[src/rtl/aes_gcm_input_framer_if.sv]
// Stream and block bus between the upstream word source, the input framer and stage 1.
// Bit 0 of every vector is the MSB.
interface aes_gcm_input_framer_if;
    logic [0:127] i_data;
    logic         i_valid;
    logic         o_ready;
    logic         i_abort;
    logic         o_valid;
    logic [0:127] o_cipher_key;
    logic [0:95]  o_iv;
    logic [0:127] o_instance_size;
    logic [0:127] o_aad;
    logic [0:127] o_plain_text;
    logic         o_new_instance;
    logic         o_pt_instance;

    modport slave (
        input  i_data, i_valid, i_abort,
        output o_ready, o_valid, o_cipher_key, o_iv, o_instance_size,
        output o_aad, o_plain_text, o_new_instance, o_pt_instance
    );

    modport master (
        output i_data, i_valid, i_abort,
        input  o_ready, o_valid, o_cipher_key, o_iv, o_instance_size,
        input  o_aad, o_plain_text, o_new_instance, o_pt_instance
    );
endinterface

[src/rtl/aes_gcm_input_framer.sv]
// Parses key, IV, lengths, AAD and PT beats of each AES-GCM instance into the
// registered block format consumed by pipeline stage 1.
module aes_gcm_input_framer #(
    parameter bit ZERO_PAD = 1'b1
) (
    input logic                   clk,
    input logic                   rst,
    aes_gcm_input_framer_if.slave bus
);
    typedef enum logic [2:0] {StKey, StIv, StLen, StAad, StPt} state_e;

    state_e       state_q, state_d;
    logic         ready_q;
    logic [0:127] key_q, key_d, size_q, size_d, aad_q, aad_d, pt_q, pt_d;
    logic [0:95]  iv_q, iv_d;
    logic [56:0]  aad_cnt_q, aad_cnt_d, pt_cnt_q, pt_cnt_d;
    logic         valid_q, valid_d, new_q, new_d, pt_flag_q, pt_flag_d, first_q, first_d;
    logic         accept;
    logic [56:0]  aad_blocks, pt_blocks;

    // Keeps the first r bits of the final block of a section when r != 0.
    function automatic logic [0:127] tail_mask(input logic last, input logic [6:0] r);
        logic [0:127] ones;
        ones = '1;
        return (ZERO_PAD && last && (r != 7'd0)) ? ~(ones >> r) : ones;
    endfunction

    assign accept     = bus.i_valid & ready_q;
    assign aad_blocks = bus.i_data[0:56] + 57'(|bus.i_data[57:63]);
    assign pt_blocks  = bus.i_data[64:120] + 57'(|bus.i_data[121:127]);

    always_comb begin
        state_d   = state_q;
        key_d     = key_q;
        iv_d      = iv_q;
        size_d    = size_q;
        aad_d     = aad_q;
        pt_d      = pt_q;
        aad_cnt_d = aad_cnt_q;
        pt_cnt_d  = pt_cnt_q;
        pt_flag_d = pt_flag_q;
        first_d   = first_q;
        valid_d   = 1'b0;
        new_d     = 1'b0;

        if (bus.i_abort) begin
            state_d   = StKey;
            aad_cnt_d = '0;
            pt_cnt_d  = '0;
            first_d   = 1'b0;
        end else if (accept) begin
            unique case (state_q)
                StKey: begin
                    key_d   = bus.i_data;
                    state_d = StIv;
                end
                StIv: begin
                    iv_d    = bus.i_data[0:95];
                    state_d = StLen;
                end
                StLen: begin
                    size_d    = bus.i_data;
                    aad_cnt_d = aad_blocks;
                    pt_cnt_d  = pt_blocks;
                    first_d   = 1'b1;
                    if (aad_blocks != '0) begin
                        state_d = StAad;
                    end else if (pt_blocks != '0) begin
                        state_d = StPt;
                    end else begin
                        // Empty instance still produces one marker block for stage 1.
                        valid_d   = 1'b1;
                        new_d     = 1'b1;
                        pt_flag_d = 1'b1;
                        pt_d      = '0;
                        first_d   = 1'b0;
                        state_d   = StKey;
                    end
                end
                StAad: begin
                    aad_d     = bus.i_data & tail_mask(aad_cnt_q == 57'd1, size_q[57:63]);
                    valid_d   = 1'b1;
                    new_d     = first_q;
                    first_d   = 1'b0;
                    pt_flag_d = 1'b0;
                    aad_cnt_d = aad_cnt_q - 57'd1;
                    if (aad_cnt_q == 57'd1) begin
                        state_d = (pt_cnt_q != '0) ? StPt : StKey;
                    end
                end
                StPt: begin
                    pt_d      = bus.i_data & tail_mask(pt_cnt_q == 57'd1, size_q[121:127]);
                    valid_d   = 1'b1;
                    new_d     = first_q;
                    first_d   = 1'b0;
                    pt_flag_d = 1'b1;
                    pt_cnt_d  = pt_cnt_q - 57'd1;
                    if (pt_cnt_q == 57'd1) begin
                        state_d = StKey;
                    end
                end
                default: state_d = StKey;
            endcase
        end
    end

    always_ff @(posedge clk or posedge rst) begin
        if (rst) begin
            state_q   <= StKey;
            ready_q   <= 1'b0;
            key_q     <= '0;
            iv_q      <= '0;
            size_q    <= '0;
            aad_q     <= '0;
            pt_q      <= '0;
            aad_cnt_q <= '0;
            pt_cnt_q  <= '0;
            valid_q   <= 1'b0;
            new_q     <= 1'b0;
            pt_flag_q <= 1'b0;
            first_q   <= 1'b0;
        end else begin
            state_q   <= state_d;
            ready_q   <= 1'b1;
            key_q     <= key_d;
            iv_q      <= iv_d;
            size_q    <= size_d;
            aad_q     <= aad_d;
            pt_q      <= pt_d;
            aad_cnt_q <= aad_cnt_d;
            pt_cnt_q  <= pt_cnt_d;
            valid_q   <= valid_d;
            new_q     <= new_d;
            pt_flag_q <= pt_flag_d;
            first_q   <= first_d;
        end
    end

    assign bus.o_ready         = ready_q;
    assign bus.o_valid         = valid_q;
    assign bus.o_cipher_key    = key_q;
    assign bus.o_iv            = iv_q;
    assign bus.o_instance_size = size_q;
    assign bus.o_aad           = aad_q;
    assign bus.o_plain_text    = pt_q;
    assign bus.o_new_instance  = new_q;
    assign bus.o_pt_instance   = pt_flag_q;
endmodule

[src/flat_wrapper.sv]
// flat-port wrapper written by rule: the top's interface ports become plain ports
module aes_gcm_input_framer_flat 
#(
    parameter bit ZERO_PAD = 1'b1
)
  (clk, rst, bus_i_data, bus_i_valid, bus_i_abort, bus_o_ready, bus_o_valid, bus_o_cipher_key, bus_o_iv, bus_o_instance_size, bus_o_aad, bus_o_plain_text, bus_o_new_instance, bus_o_pt_instance);
  aes_gcm_input_framer_if bus_i ();
  input logic clk;
  input logic rst;
  input wire logic [$bits(bus_i.i_data)-1:0] bus_i_data;
  input wire logic [$bits(bus_i.i_valid)-1:0] bus_i_valid;
  input wire logic [$bits(bus_i.i_abort)-1:0] bus_i_abort;
  output wire logic [$bits(bus_i.o_ready)-1:0] bus_o_ready;
  output wire logic [$bits(bus_i.o_valid)-1:0] bus_o_valid;
  output wire logic [$bits(bus_i.o_cipher_key)-1:0] bus_o_cipher_key;
  output wire logic [$bits(bus_i.o_iv)-1:0] bus_o_iv;
  output wire logic [$bits(bus_i.o_instance_size)-1:0] bus_o_instance_size;
  output wire logic [$bits(bus_i.o_aad)-1:0] bus_o_aad;
  output wire logic [$bits(bus_i.o_plain_text)-1:0] bus_o_plain_text;
  output wire logic [$bits(bus_i.o_new_instance)-1:0] bus_o_new_instance;
  output wire logic [$bits(bus_i.o_pt_instance)-1:0] bus_o_pt_instance;
  assign bus_i.i_data = bus_i_data;
  assign bus_i.i_valid = bus_i_valid;
  assign bus_i.i_abort = bus_i_abort;
  assign bus_o_ready = bus_i.o_ready;
  assign bus_o_valid = bus_i.o_valid;
  assign bus_o_cipher_key = bus_i.o_cipher_key;
  assign bus_o_iv = bus_i.o_iv;
  assign bus_o_instance_size = bus_i.o_instance_size;
  assign bus_o_aad = bus_i.o_aad;
  assign bus_o_plain_text = bus_i.o_plain_text;
  assign bus_o_new_instance = bus_i.o_new_instance;
  assign bus_o_pt_instance = bus_i.o_pt_instance;
  aes_gcm_input_framer #(.ZERO_PAD(ZERO_PAD)) u_core (.clk(clk), .rst(rst), .bus(bus_i));
endmodule
[config.mk]
export PLATFORM = sky130hd
export DESIGN_NAME = aes_gcm_input_framer_flat
export DESIGN_NICKNAME = d
export VERILOG_FILES = /design/src/rtl/aes_gcm_input_framer_if.sv /design/src/rtl/aes_gcm_input_framer.sv /design/src/flat_wrapper.sv
export SDC_FILE = /design/constraint.sdc
export NUM_CORES = 2
export LEC_CHECK = 0
export CORE_AREA = 2 2 293 295
export DETAILED_ROUTE_END_ITERATION = 10
export DIE_AREA = 0 0 295 297
export GPL_TIMING_DRIVEN = 0
export PLACE_DENSITY_LB_ADDON = 0.25
export SLEW_MARGIN = 20
export SYNTH_ARGS = -nofsm -noshare
export SYNTH_HDL_FRONTEND = slang
export SYNTH_SLANG_ARGS = --single-unit
[constraint.sdc]
create_clock -name clk -period 27.7 [get_ports clk]
set_input_delay 4.155 -clock clk [delete_from_list [all_inputs] [get_ports clk]]
set_output_delay 4.155 -clock clk [all_outputs]
set_load 0.005 [all_outputs]
After elaboration in Yosys (flattened, before gate mapping)

Index checks and enable logic that the tools add are counted.

Register bits: 730
Latch bits: 0
Bits in writable memories: 0
Memory bits (read-only): 0
Output and inout bits: 612
Word-level logic and storage cells: 97
Memories: 0

Add/sub/neg operators: 4
Multipliers: 0
Divide/modulo/power cells: 0
Order comparisons: 0
Eq/ne operators: 10
Shift operators: 2
Mux-type cells: 35
Bitwise operators: 6
Reductions and logical operators: 27

Operators by type and width:

| operator                  | number |
|---|---|
| $mux W128                 | 4 |
| $and A128 B128 Y128       | 2 |
| $not A128 Y128            | 2 |
| $pmux W128 S2             | 1 |
| $shr A128 B7 Y128 const A | 2 |
| $mux W57                  | 4 |
| $pmux W57 S2              | 2 |
| $reduce_bool A57 Y1       | 3 |
| $add A57 B1 Y57           | 2 |
| $eq A57 B1 Y1 const B     | 2 |
| $sub A57 B1 Y57 const B   | 2 |
| $mux W3                   | 7 |
| $pmux W3 S5               | 1 |
| $reduce_and A3 Y1         | 5 |
| $reduce_bool A7 Y1        | 2 |
| $reduce_or A7 Y1          | 2 |
| $mux W1                   | 12 |
| $reduce_bool A3 Y1        | 4 |
| $reduce_and A5 Y1         | 2 |
| $eq A3 B2 Y1 const B      | 2 |
| $ne A3 B2 Y1 const B      | 2 |
| $pmux W1 S2               | 3 |
| $reduce_and A2 Y1         | 3 |
| $ne A2 B2 Y1 const B      | 2 |
| 9 further kinds           | 11 |

Logic depth before layout (Yosys ltp)

Depth in word-level cells: 8
Depth in mapped cells: 17

Worst setup path after synthesis

Ideal clock, no wire load.

Path kind: input -> register
From: in bus_i_data[0]
To: reg u_core.pt_q, in the netlist u_core.bus.o_plain_text[118]
Library setup time: 127 ps
Arrival: 7876 ps
Data required time: 27573 ps
Setup slack: 19696 ps
Stages on the path: 16
Path buffers: 2
Cells stage by stage: nor3_1 nand2_1 ha_1 ha_1 nand3_1 nor4_1 nand4_1 nor3_1 xnor2_1 nand4_1 or4b_1 or3_1 o31ai_4 buf_4 buf_6 mux2_1

Longest elaborated chain between the ends: 5

Ends and longest elaborated chain:

| element                     | line                        | text |
|---|---|---|
| from (decl)                 | flat_wrapper.sv:10          | `input wire logic [$bits(bus_i.i_data)-1:0] bus_i_data;` |
| $reduce_or A7 Y1            | aes_gcm_input_framer.sv:30  | `assign pt_blocks = bus.i_data[64:120] + 57'(\|bus.i_data[121:127]);` |
| $add A57 B1 Y57             | aes_gcm_input_framer.sv:30  |  |
| $reduce_bool A57 Y1         | aes_gcm_input_framer.sv:68  | `end else if (pt_blocks != '0) begin` |
| $ne A2 B2 Y1 (no line)      | --                          |  |
| $reduce_and A5 Y1 (no line) | --                          |  |
| to (signal assigned)        | aes_gcm_input_framer.sv:129 | `pt_q <= pt_d;` |
| to (decl)                   | aes_gcm_input_framer.sv:14  | `logic [0:127] key_q, key_d, size_q, size_d, aad_q, aad_d, pt_q, pt_d;` |

No other way between the ends.
A chain may end at the register's enable or synchronous reset.

Final worst setup path

From: in bus_i_data[3]
To: reg u_core.pt_q, in the netlist u_core.bus.o_plain_text[91]

The elaborated chain is that of the path after synthesis.

==> results.yml <==
clock_tree:
  cts_resized: 0
  cts.reportedPaths.clkPinSlew_ns: 0.06
  cts_tree: "yes"
  holdBufCountCts: 0
  insertion_delay_ns: 0.67
  post_cts_buffers: 0
  cts.root.buffer_cell: "sky130_fd_sc_hd__clkbuf_16"
  buffer_levels_on_the_longest_clock_path: 3
  cts-htree-levels: 3
  tritoncts.num_buffers: 82
  sink_count_of_the_clock_tree: 730
placed_design:
  place.gp.congestion: 1.06
  io_buffer_count: 681
  hpwl_um: 144000
synth:
  dominant_combinational_cell_family_by_area_after_synthesis: "simple AND/OR/NAND/NOR gates"
  post_synth_num_cell_types: 73
  synthSimpleGateAreaFrac: 0.193
  synth.yosys.seq_area_share: 0.490
  yosys-mux-area-fraction: 0.0995
  netlist_instances: 4140
  adder_and_majority_gate_portion_of_the_synthesized_area: 0.00269
  post_synth_xor_area_fraction: 0.0292
  synth_enable_flop_cells: 0
  yosys_register_bits: 730
  synth_area_um2: 37300
  syn-num-nets: 4280
  ys_async_sr_fraction: 1.00
  synth-warning-count: 0
  synth_area_per_inst_um2: 9.00
  synth_top_flop_cell: "sky130_fd_sc_hd__dfrtp_1"
  synth-compound-area-share: 0.142
timing:
  timing.slew.headroom: 0.0982
  timing_hold_violations_final: 0
  tns_ns: 0
  period_minus_slack_ns: 9.55
  timing.fmax_ghz: 0.105
  timing.final.crit_share: 0.345
  timing_max_transition_violations_final: 0
  timing.clock.skew_ns: 0.0329
  setup-violations-final: 0
  unrepaired_setup_endpoints_after_global_routing: "false"
  tightestPinTransition_ns: 1.34
min_path:
  worst_hold_path_type: "reg2reg"
  hold_start: "u_core.bus.o_instance_size[55]$_DFFE_PP0P_"
power_and_ir_drop:
  leakage_nw: 21.2
  vdd_drop_max_mv: 0.0581
  internal_power_mw: 2.30
  power.share.combinational: 0.259
  net-switching-power_mw: 1.05
  power.sequential.fraction: 0.387
  power_density_nw_per_um2: 68.6
  power.switching_fraction: 0.313
  power.share.clock: 0.355
grt:
  grt_max_degree: 105
  grt_pass1_wl_um: 266000
  globalRoute.totalOverflow: 0
  antenna_found_initial: 13
  vias_in_the_first_global_route: 35700
  global_router_s_overall_resource_usage: 0.424
die:
  io_pins: 744
  die-height_um: 297
  fp-row-count: 107
  initial_core_util: 0.441
  fp.coreArea_um2: 84500
  die_ar_um2: 87600
  die_w_um: 295
setup_path:
  largest_stage_delay_worst_path_ns: 0.75
  worst_setup_path_endpoint: "u_core.bus.o_plain_text[91]$_DFFE_PP0P_"
  timing.reg2reg.worst_path_depth: 11
  critical_path.reg2reg.startpoint: "u_core.aad_cnt_q[30]$_DFFE_PP0P_"
  cp_cell_sequence: "clkdlybuf4s50_1 > nor4_1 > nand2_1 > ha_1 > ha_1 > nand3_1 > or4_1 > clkbuf_1 > nor4_1 > nand4_1 > xnor2_1 > nor4b_1 > nand4_1 > or3_1 > o31ai_4 > buf_6 > buf_6 > mux2_1"
  crit_family: "simple AND/OR/NAND/NOR gates"
  critical_path_buffers_and_inverters: 4
  worst-setup-path-type: "in2reg"
  worst-path-stages: 18
  critPathArrivalTime_ns: 10.07
  master_of_the_slowest_instance_on_the_critical_path: "sky130_fd_sc_hd__clkdlybuf4s50_1"
  start_kind: "input pin"
  critical_path.reg2reg.endpoint: "u_core.bus.o_aad[17]$_DFFE_PP0P_"
  cp_launch_point: "bus_i_data[3]"
  worstPathMaxFanout: 10
  critical_path.endpoint_type: "flop"
  critPathRequiredTime_ns: 28.22
  timing.reg2reg.setup_slack_ns: 22.03
layout:
  final_layout_size_suffix_gt1_frac: 0.0858
  syn_to_final_growth_pct: 30.9
  commonest_cells_after_routing_fill_and_taps_aside: "sky130_fd_sc_hd__nand2_1 (835), sky130_fd_sc_hd__dfrtp_1 (730), sky130_fd_sc_hd__clkdlybuf4s50_1 (681)"
  layout_commonest_cell: "sky130_fd_sc_hd__nand2_1"
  nNetsFinal: 5056
  final_design_utilization: 0.577
routing:
  vias_per_cell: 6.17
  wirelength_um: 191000
  wl_per_cell_um: 31.1
  route.detailed.drc: 0
  total_iterations_of_the_first_detailed_routing_run: 6
  detail-route-antenna-nets: 0
  vias: 37800
  drtIter0Drc: 5031
flow_run:
  cap_violations: 0
status:
  run_status: "completed"
-- power groups by stage --
stage	registers, mW	logic (mW)	clock network (mW)
2_1_floorplan	1.31	0.315	0
3_3_place_gp	1.31	0.830	0
3_5_place_dp	1.31	0.841	0
4_1_cts	1.29	0.846	1.19
5_1_grt	1.31	0.899	1.23
6_report	1.29	0.865	1.19
-- layer usage --
metal,vias up,part of all wire,global-route usage,wire [µm]
li1,15900,-,-,-
met1,18700,0.38,0.539,71500
met2,2596,0.45,0.650,85100
met3,620,0.11,0.119,21400
met4,14,0.065,0.236,12300
met5,-,0.00089,0,170
-- worst min-delay path, stage by stage (launching register included) --
cell	delay, ns
sky130_fd_sc_hd__dfrtp_1	0.34
sky130_fd_sc_hd__nand2_1	0.05
sky130_fd_sc_hd__nand2_1	0.05
-- kinds of logic (layout without fill, tap and decap cells) --
family / after synthesis / after routing
AOI/OAI and AO/OA: 959 / 959
xor gates and xnor gates: 124 / 124
adders and majority gates: 8 / 8
buffers and inverters: 399 / 1245
DFF: 730 / 730
muxes: 330 / 330
other: 1 / 7
and+or+nand+nor: 1589 / 1589
-- sequential cells by signal, summed over array words and instances, names as in the netlist --
register / flops
u_core.bus.o_aad: 128
u_core.bus.o_ready: 1
u_core.aad_cnt_q: 57
u_core.bus.o_pt_instance: 1
u_core.bus.o_instance_size: 128
u_core.state_q: 3
u_core.bus.o_plain_text: 128
u_core.bus.o_new_instance: 1
u_core.first_q: 1
u_core.bus.o_cipher_key: 128
u_core.bus.o_iv: 96
u_core.bus.o_valid: 1
u_core.pt_cnt_q: 57
-- cell type report --
class / instances / area, µm²
Inverter: 50 / 195
Antenna cell: 6 / 15.0
Multi-Input combinational cell: 3011 / 17400
Timing Repair Buffer: 692 / 7120
Buffer: 349 / 1440
Sequential cell: 730 / 18300
Clock buffer: 114 / 2350
Tap cell: 1144 / 1430
Clock inverter: 40 / 556
Fill cell: 7667 / 35700
-- cell usage after synthesis, types with 17 or more instances --
cell type / number / area [µm²]
sky130_fd_sc_hd__nor4_1: 43 / 269
sky130_fd_sc_hd__a31oi_1: 52 / 325
sky130_fd_sc_hd__nor2b_1: 25 / 156
sky130_fd_sc_hd__mux2_1: 117 / 1320
sky130_fd_sc_hd__xnor2_1: 68 / 596
sky130_fd_sc_hd__buf_2: 23 / 115
sky130_fd_sc_hd__a21oi_1: 245 / 1230
sky130_fd_sc_hd__and3_1: 48 / 300
sky130_fd_sc_hd__and2_1: 32 / 200
sky130_fd_sc_hd__mux2_2: 207 / 2330
sky130_fd_sc_hd__nor2_1: 253 / 950
sky130_fd_sc_hd__and4_1: 22 / 193
sky130_fd_sc_hd__nor3_1: 102 / 510
sky130_fd_sc_hd__or3_1: 17 / 106
sky130_fd_sc_hd__clkbuf_1: 298 / 1120
sky130_fd_sc_hd__nand3_1: 79 / 395
sky130_fd_sc_hd__nand4_1: 57 / 357
sky130_fd_sc_hd__xor2_1: 56 / 490
sky130_fd_sc_hd__o21ai_0: 510 / 2550
sky130_fd_sc_hd__dfrtp_1: 730 / 18300
sky130_fd_sc_hd__inv_1: 50 / 188
sky130_fd_sc_hd__o21ai_1: 17 / 85.1
sky130_fd_sc_hd__nand2_1: 835 / 3130
sky130_fd_sc_hd__o21a_1: 22 / 165
-- worst min-delay path by stage --
stage                                                       endpoint  slack [ns]  depth (start not counted)
after CTS                 u_core.bus.o_instance_size[99]$_DFFE_PP0P_        0.48                          2
after floorplan                  u_core.bus.o_new_instance$_DFF_PP0_        0.45                          1
after detailed placement  u_core.bus.o_instance_size[65]$_DFFE_PP0P_        0.46                          2
final                     u_core.bus.o_instance_size[55]$_DFFE_PP0P_        0.47                          2
after global placement              u_core.bus.o_aad[15]$_DFFE_PP0P_        0.46                          2
after global routing      u_core.bus.o_instance_size[49]$_DFFE_PP0P_        0.49                          2
-- metrics by stage --
step | total power [mW] | setup WS (ns) | instances | area, µm² | hold WS, ns
after floorplan | 1.63 | 3.06 | 4140 | 37300 | 0.451
after detailed placement | 2.15 | 17.54 | 5976 | 45800 | 0.463
after global placement | 2.14 | -6.42 | 5965 | 45500 | 0.459
final | 3.35 | 18.15 | 6136 | 48800 | 0.474
after global routing | 3.44 | 18.15 | 6130 | 48800 | 0.493
after CTS | 3.32 | 18.17 | 6130 | 48700 | 0.477
Power figures use the tool's default switching activity.
